===== config.mk =====
export PLATFORM = sky130hd
export DESIGN_NAME = pe_feed_ctrl
export DESIGN_NICKNAME = d
export VERILOG_FILES = /design/src/rtl/pe_feed_pkg.sv /design/src/rtl/pe_line_serializer.sv /design/src/rtl/pe_feed_ctrl.sv
export SDC_FILE = /design/constraint.sdc
export NUM_CORES = 2
export LEC_CHECK = 0
export CAP_MARGIN = 20
export CORE_AREA = 4 4 451 453
export CTS_CLUSTER_DIAMETER = 80
export DETAILED_ROUTE_END_ITERATION = 10
export DIE_AREA = 0 0 455 457
export HOLD_SLACK_MARGIN = 0.08
export MAX_ROUTING_LAYER = met4
export PLACE_DENSITY = 0.77
export SETUP_SLACK_MARGIN = 0.15
export SLEW_MARGIN = 20
export SYNTH_ARGS = -nofsm -noshare
export SYNTH_HDL_FRONTEND = slang
export SYNTH_HIERARCHICAL = 1
export SYNTH_SLANG_ARGS = --single-unit

===== constraint.sdc =====
create_clock -name clk -period 6.18 [get_ports clk]
set_input_delay 1.236 -clock clk [delete_from_list [all_inputs] [get_ports clk]]
set_output_delay 1.236 -clock clk [all_outputs]
set_load 0.01 [all_outputs]

===== src/rtl/pe_feed_pkg.sv =====
// Shared types and constants for the serial_pe feed controller.
package pe_feed_pkg;

    typedef enum logic [1:0] {
        ST_IDLE   = 2'd0,
        ST_LOAD   = 2'd1,
        ST_FILL   = 2'd2,
        ST_STREAM = 2'd3
    } feed_state_t;

    localparam int DEF_ELEM_W     = 16;
    localparam int DEF_LINE_ELEMS = 32;

    localparam int CTL_FIRST = 0;
    localparam int CTL_LAST  = 1;

endpackage


===== src/rtl/pe_line_serializer.sv =====
// Current/next line registers and element mux; element 0 is the line's MSBs.
module pe_line_serializer
    import pe_feed_pkg::*;
#(
    parameter int ELEM_W     = DEF_ELEM_W,
    parameter int LINE_ELEMS = DEF_LINE_ELEMS
) (
    input  logic                         clk,
    input  logic                         rst_n,
    input  logic                         load_cur,
    input  logic                         load_nxt,
    input  logic                         advance,
    input  logic [ELEM_W*LINE_ELEMS-1:0] neuron_line,
    input  logic [ELEM_W*LINE_ELEMS-1:0] weight_line,
    output logic                         first_elem,
    output logic                         last_elem,
    output logic [ELEM_W-1:0]            neuron_elem,
    output logic [ELEM_W-1:0]            weight_elem
);

    localparam int LINE_W = ELEM_W * LINE_ELEMS;
    localparam int IDX_W  = (LINE_ELEMS > 1) ? $clog2(LINE_ELEMS) : 1;

    logic [LINE_W-1:0] cur_n_reg, cur_w_reg;
    logic [LINE_W-1:0] nxt_n_reg, nxt_w_reg;
    logic [IDX_W-1:0]  idx_reg;

    logic [ELEM_W-1:0] n_elems [LINE_ELEMS];
    logic [ELEM_W-1:0] w_elems [LINE_ELEMS];

    assign first_elem = (idx_reg == '0);
    assign last_elem  = (idx_reg == IDX_W'(LINE_ELEMS - 1));

    always_ff @(posedge clk or negedge rst_n) begin
        if (!rst_n) begin
            cur_n_reg <= '0;
            cur_w_reg <= '0;
            nxt_n_reg <= '0;
            nxt_w_reg <= '0;
            idx_reg   <= '0;
        end else begin
            if (load_nxt) begin
                nxt_n_reg <= neuron_line;
                nxt_w_reg <= weight_line;
            end
            if (load_cur) begin
                cur_n_reg <= neuron_line;
                cur_w_reg <= weight_line;
                idx_reg   <= '0;
            end else if (advance) begin
                // Index wraps naturally because LINE_ELEMS is a power of two.
                idx_reg <= idx_reg + 1'b1;
                if (last_elem) begin
                    cur_n_reg <= nxt_n_reg;
                    cur_w_reg <= nxt_w_reg;
                end
            end
        end
    end

    for (genvar gi = 0; gi < LINE_ELEMS; gi++) begin : g_split
        assign n_elems[gi] = cur_n_reg[ELEM_W*(LINE_ELEMS-1-gi) +: ELEM_W];
        assign w_elems[gi] = cur_w_reg[ELEM_W*(LINE_ELEMS-1-gi) +: ELEM_W];
    end

    assign neuron_elem = n_elems[idx_reg];
    assign weight_elem = w_elems[idx_reg];

endmodule


===== src/rtl/pe_feed_ctrl.sv =====
// Streaming initiator for serial_pe: instruction intake, line fetch/prefetch, PE framing.
// Optional performance counters are enabled by defining PE_FEED_PERF_EN.
module pe_feed_ctrl
    import pe_feed_pkg::*;
#(
    parameter int ELEM_W     = DEF_ELEM_W,
    parameter int LINE_ELEMS = DEF_LINE_ELEMS,
    parameter int LADDR_W    = 11,
    parameter int LEN_W      = 8
) (
    input  logic                         clk,
    input  logic                         rst_n,
    input  logic                         inst_valid,
    output logic                         inst_ready,
    input  logic [LEN_W-1:0]             inst_len,
    output logic                         mem_rd_en,
    output logic [LADDR_W-1:0]           mem_rd_addr,
    input  logic [ELEM_W*LINE_ELEMS-1:0] neuron_line,
    input  logic [ELEM_W*LINE_ELEMS-1:0] weight_line,
    output logic [ELEM_W-1:0]            pe_neuron,
    output logic [ELEM_W-1:0]            pe_weight,
    output logic [1:0]                   pe_ctl,
    output logic                         pe_vld,
    output logic                         inst_done,
    output logic                         len_err,
    output logic [31:0]                  busy_cnt,
    output logic [31:0]                  bubble_cnt
);

    feed_state_t        state_reg;
    logic [LADDR_W-1:0] line_ptr_reg;
    logic               pend_valid_reg;
    logic [LEN_W-1:0]   pend_len_reg;
    logic [LEN_W-1:0]   lines_left_reg;
    logic               first_reg;
    logic               nxt_next_reg;
    logic               mem_rd_en_reg;
    logic [LADDR_W-1:0] mem_rd_addr_reg;
    logic               rd_dly_reg;
    logic               len_err_reg;

    logic               ser_first, ser_last;
    logic [ELEM_W-1:0]  ser_neuron, ser_weight;

    logic streaming, hs, at_last_line, inst_end, prefetch, start_idle, dequeue;

    assign inst_ready   = !pend_valid_reg;
    assign hs           = inst_valid && inst_ready;
    assign streaming    = (state_reg == ST_STREAM);
    assign at_last_line = (lines_left_reg == '0);
    assign inst_end     = streaming && ser_last && at_last_line;
    // Zero-length instructions never enter the pending slot, so any pending entry has N != 0.
    assign prefetch     = streaming && ser_first && (!at_last_line || pend_valid_reg);
    assign start_idle   = (state_reg == ST_IDLE) && pend_valid_reg;
    assign dequeue      = start_idle || (inst_end && nxt_next_reg);

    always_ff @(posedge clk or negedge rst_n) begin
        if (!rst_n) begin
            state_reg       <= ST_IDLE;
            line_ptr_reg    <= '0;
            pend_valid_reg  <= 1'b0;
            pend_len_reg    <= '0;
            lines_left_reg  <= '0;
            first_reg       <= 1'b0;
            nxt_next_reg    <= 1'b0;
            mem_rd_en_reg   <= 1'b0;
            mem_rd_addr_reg <= '0;
            rd_dly_reg      <= 1'b0;
            len_err_reg     <= 1'b0;
        end else begin
            len_err_reg   <= hs && (inst_len == '0);
            rd_dly_reg    <= mem_rd_en_reg && streaming;
            mem_rd_en_reg <= 1'b0;

            if (hs && (inst_len != '0)) begin
                pend_valid_reg <= 1'b1;
                pend_len_reg   <= inst_len;
            end else if (dequeue) begin
                pend_valid_reg <= 1'b0;
            end

            case (state_reg)
                ST_IDLE: begin
                    if (pend_valid_reg) begin
                        state_reg       <= ST_LOAD;
                        mem_rd_en_reg   <= 1'b1;
                        mem_rd_addr_reg <= line_ptr_reg;
                        line_ptr_reg    <= line_ptr_reg + 1'b1;
                        lines_left_reg  <= pend_len_reg - 1'b1;
                    end
                end
                ST_LOAD: state_reg <= ST_FILL;
                ST_FILL: begin
                    state_reg <= ST_STREAM;
                    first_reg <= 1'b1;
                end
                ST_STREAM: begin
                    first_reg <= 1'b0;
                    if (prefetch) begin
                        mem_rd_en_reg   <= 1'b1;
                        mem_rd_addr_reg <= line_ptr_reg;
                        line_ptr_reg    <= line_ptr_reg + 1'b1;
                        nxt_next_reg    <= at_last_line;
                    end
                    if (ser_last) begin
                        if (!at_last_line) begin
                            lines_left_reg <= lines_left_reg - 1'b1;
                        end else if (nxt_next_reg) begin
                            // Next instruction's first line is already in nxt: continue without a gap.
                            lines_left_reg <= pend_len_reg - 1'b1;
                            first_reg      <= 1'b1;
                            nxt_next_reg   <= 1'b0;
                        end else begin
                            state_reg <= ST_IDLE;
                        end
                    end
                end
                default: state_reg <= ST_IDLE;
            endcase
        end
    end

    pe_line_serializer #(
        .ELEM_W     (ELEM_W),
        .LINE_ELEMS (LINE_ELEMS)
    ) u_ser (
        .clk         (clk),
        .rst_n       (rst_n),
        .load_cur    (state_reg == ST_FILL),
        .load_nxt    (rd_dly_reg),
        .advance     (streaming),
        .neuron_line (neuron_line),
        .weight_line (weight_line),
        .first_elem  (ser_first),
        .last_elem   (ser_last),
        .neuron_elem (ser_neuron),
        .weight_elem (ser_weight)
    );

    assign mem_rd_en         = mem_rd_en_reg;
    assign mem_rd_addr       = mem_rd_addr_reg;
    assign pe_vld            = streaming;
    assign pe_neuron         = streaming ? ser_neuron : '0;
    assign pe_weight         = streaming ? ser_weight : '0;
    assign pe_ctl[CTL_FIRST] = streaming && first_reg;
    assign pe_ctl[CTL_LAST]  = inst_end;
    assign inst_done         = inst_end;
    assign len_err           = len_err_reg;

`ifdef PE_FEED_PERF_EN
    logic [31:0] busy_cnt_reg, bubble_cnt_reg;
    logic        bubble_evt;

    assign bubble_evt = (state_reg == ST_LOAD) || (state_reg == ST_FILL) ||
                        ((state_reg == ST_IDLE) && pend_valid_reg);

    always_ff @(posedge clk or negedge rst_n) begin
        if (!rst_n) begin
            busy_cnt_reg   <= '0;
            bubble_cnt_reg <= '0;
        end else begin
            if (streaming && (busy_cnt_reg != '1))
                busy_cnt_reg <= busy_cnt_reg + 1'b1;
            if (bubble_evt && (bubble_cnt_reg != '1))
                bubble_cnt_reg <= bubble_cnt_reg + 1'b1;
        end
    end

    assign busy_cnt   = busy_cnt_reg;
    assign bubble_cnt = bubble_cnt_reg;
`else
    assign busy_cnt   = '0;
    assign bubble_cnt = '0;
`endif

endmodule


==> results summary <==
Tracing the worst setup path back leads to its startpoint at u_ser/idx_reg[2]. The slew of the pin with the lowest slew margin is 1.080 ns. Across the VDD grid, the largest voltage drop is 474.6 uV. The synthesized design spends more area on one cell type than any other, namely dfrtp_1. Entering global routing, the biggest net connects 256 pins. The count of distinct cell types in the synthesized netlist is 68. The initial antenna violation count is 178. At the worst endpoint, the required time is 4.94 ns. Summing the areas of all fa, ha and maj instances in the mapped netlist gives 0.1440% of the synthesized area. The final critical-path required period came out at 5.877 ns. The area of the core came out at 199200 um2.

The most used flip-flop cell after synthesis is dfrtp_1. The finished layout cell area came out at 116600 um2. The max-slew violation count came out at 0. Counting every sink on the clock net gives 2099. The simple-gate portion of the synthesized area is 5.046%. The run finished with clean final reports. The routed wire length is 346.9 mm. In the final routed layout, each cell accounts on average for 29.85 um. The root cell of the clock tree is clkbuf_16. The number of levels the H-tree was split into is 4. The largest single stage delay on the critical path is 0.87 ns. The critical path endpoint category is an output pin.

The setup slack on the worst flop-to-flop path came out at 2.36 ns. The reg-to-reg critical path startpoint is u_ser/idx_reg[0]. Dividing the detail-routed via count by the number of cells gives 5.807. After clock tree synthesis, the repair step resized 0 gates. The CTS tree is done. The post-layout worst setup margin is 0.3032 ns. The initial DRC count came out at 6831. Yosys attributes the largest share of cell area to dfrtp_1 55%, mux2i_1 14%, mux2_2 12%.

Leaving out fill and tap cells, the most frequent cells in the layout are 2093 x dfrtp_1, 1298 x mux2i_1, 1079 x clkdlybuf4s50_1. Walking the worst path, the cells encountered are buf_12 > nor2_4 > buf_4 > a22o_1 > nor4_2 > buf_4 > a21oi_1 > and2_1 > clkdlybuf4s50_1. The count of yosys warnings during synthesis came out at 6. The clock latency of the later-clocked register in the worst-skew pair is 0.90 ns. The synthesized flop and latch total came out at 2099. The average cell area after synthesis is 12.30 um2. Once detail routing completed, the nets flagged for antenna violations numbered 0. The end-of-flow core utilization came out at 58.53%. The share of layout cells above drive strength 1 came out at 19.34%.

Dividing total power by cell area gives a power density of 513.6 nW/um2. The number of buffers between clock root and the deepest sink is 3. In this run, CTS created clock tree buffers numbering 220.

Measured against its own limit, the worst slew margin works out to 27.47%. The congestion estimate from routability-driven global placement came to 0.9916. In this design, the critical path's most frequently occurring cell is buf_4. Summing the areas of all compound-gate instances in the mapped netlist gives 7.570% of the synthesized area. The commonest non-fill, non-tap cell in the layout is dfrtp_1. The number of I/O port buffers is 1084. The via count of the first global-routing pass came out at 67640. The routed layout has 67490 vias. The wire length of the first global-routing pass is 487.2 mm.

The post-route clock period utilization is 95.09%. The net total in the final layout is 9660. The post-synthesis cell count came out at 7767. The largest fanout of any net on the critical path came out at 54. The final setup violation count is 0. Compared with the post-synthesis result, the final layout area differs by 22.06%. The clock-pin slew on the worst setup and hold paths is 0.06 ns. The die area came out at 207900 um2. The die is 455 um wide. The first-pass iteration count of the detailed router is 6. The capture point of the critical path is pe_neuron[1]. The final hold slack came out at 0.3515 ns. The share of the synthesized area in the top cell type is 54.97%. The slowest stage of the critical path is the nor2_4 cell. In this run the worst hold path is classified as in2async. In this run, post-CTS hold repair placed 0 buffers. The depth of the worst register-to-register path came out at 7.

The type of the worst setup path is reg2out. The filler cell count came out at 16010. The post-CTS setup buffer count is 0.

The endpoint of the most critical register-to-register path is u_ser/cur_w_reg[453]. For this configuration, the core starts out at a cell density of 47.95%. The worst setup slack before clock tree synthesis came out at 1.246 ns. In this run the vertical extent of the chip is 457 um. The critical path arrival is 4.64 ns. The number of max-capacitance violations reported is 0. The post-layout total power is 59.90 mW. After synthesis the cells add up to 95550 um2. The leakage power of the design came out at 49.16 nW. The combined global-route utilization of all metal layers is 33.51%. The sequential-to-total area share from yosys stat is 54.97%. The clock arrives with 0.05663 ns of skew. The number of cells after detailed placement is 11050. The number of placed I/O pins is 1149.

The wire-length estimate of the detail-placed layout is 260.9 mm. Excluding fillers, the count of instances in the completed layout stands at 11620. STA classifies the critical path startpoint as a flip-flop. The final count of hold timing violations came out at 0.

The setup TNS after final layout came out at 0 ns. Setup repair after global routing left no endpoint under its margin. The multiplexer area fraction after synthesis is 28.83%. The share of the synthesized netlist area taken by xor and xnor gates came out at 0.1467%. By area, the combinational part of the netlist is dominated by multiplexers. The achievable frequency came out at 170.2 MHz. The number of DRC violations after detailed routing came out at 0. The area of placed instances came out at 108500 um2. The number of placement rows came out at 164. The count of flip-flops with a built-in enable after synthesis came out at 0.

The async set or reset register ratio after synthesis is 100.0%. The residual overflow from global routing is 0.
[cell type report]
type | instances | area [um2] | area share [%]
clock inverters | 96 | 1378 | 1.181
inverters | 14 | 52.55 | 0.04506
well taps | 2656 | 3323 | 2.850
flip-flops and latches | 2099 | 52550 | 45.06
multi-input cells | 5074 | 40280 | 34.54
clock buffers | 312 | 6334 | 5.431
diodes | 166 | 415.4 | 0.3562
repair buffers | 1205 | 12300 | 10.54
[critical path, delay by kind of cell, from the launching register on]
kind / cells / cell delay, ns
AO/OA/AOI/OAI: 2 / 0.29
flip-flops: 1 / 0.68
buffers and inverters: 4 / 1.48
AND/OR/NAND/NOR: 3 / 1.18
[kinds of logic after synthesis]
logic type | count (synthesis)
multiplexers | 2465
flip-flops | 2099
AO/OA/AOI/OAI | 1323
AND/OR/NAND/NOR | 1195
buffers and inverters | 657
XOR/XNOR | 16
adder cells (fa/ha/maj) | 11
other | 1
[cells in the mapped netlist, types with 29 or more instances]
cell type	number
mux4_2	122
buf_1	60
and2_1	37
buf_4	87
mux2_2	1036
mux2i_1	1298
o21ai_0	1055
nor2_1	36
dfrtp_1	2099
clkbuf_1	287
nand2_1	1033
o22ai_1	101
buf_2	194
a21oi_1	29
[where the power goes]
group | switching, mW | leakage [nW] | internal (mW) | total [mW]
Clock | 5.85 | 3.75 | 8.22 | 14.1
Sequential | 4.24 | 26.5 | 19.7 | 24.0
Combinational | 12.1 | 18.9 | 9.76 | 21.9
Total | 22.2 | 49.2 | 37.7 | 59.9
[per-layer routing]
layer | wire (um) | track usage, % | share of wire [%] | vias up
met3 | 28890 | 8.329 | 8.3 | 633
met5 | 0 | - | 0 | -
li1 | - | - | - | 29490
met4 | 23280 | 19.97 | 6.7 | 0
met1 | 136800 | 42.05 | 39 | 34660
met2 | 157900 | 49.14 | 46 | 2721
[worst min-delay path by stage]
stage / startpoint / end / slack, ns / cells past startpoint
6_report: rst_n / mem_rd_addr[8] / 0.35 / 1
3_5_place_dp: line_ptr_reg[10] / line_ptr_reg[10] / 0.46 / 1
5_1_grt: rst_n / mem_rd_addr[8] / 0.38 / 1
4_1_cts: rst_n / mem_rd_addr[8] / 0.37 / 1
3_3_place_gp: u_ser/cur_w_reg[208] / u_ser/cur_w_reg[208] / 0.46 / 2
2_1_floorplan: line_ptr_reg[10] / line_ptr_reg[10] / 0.44 / 1
(Power assumes the default switching activity.)
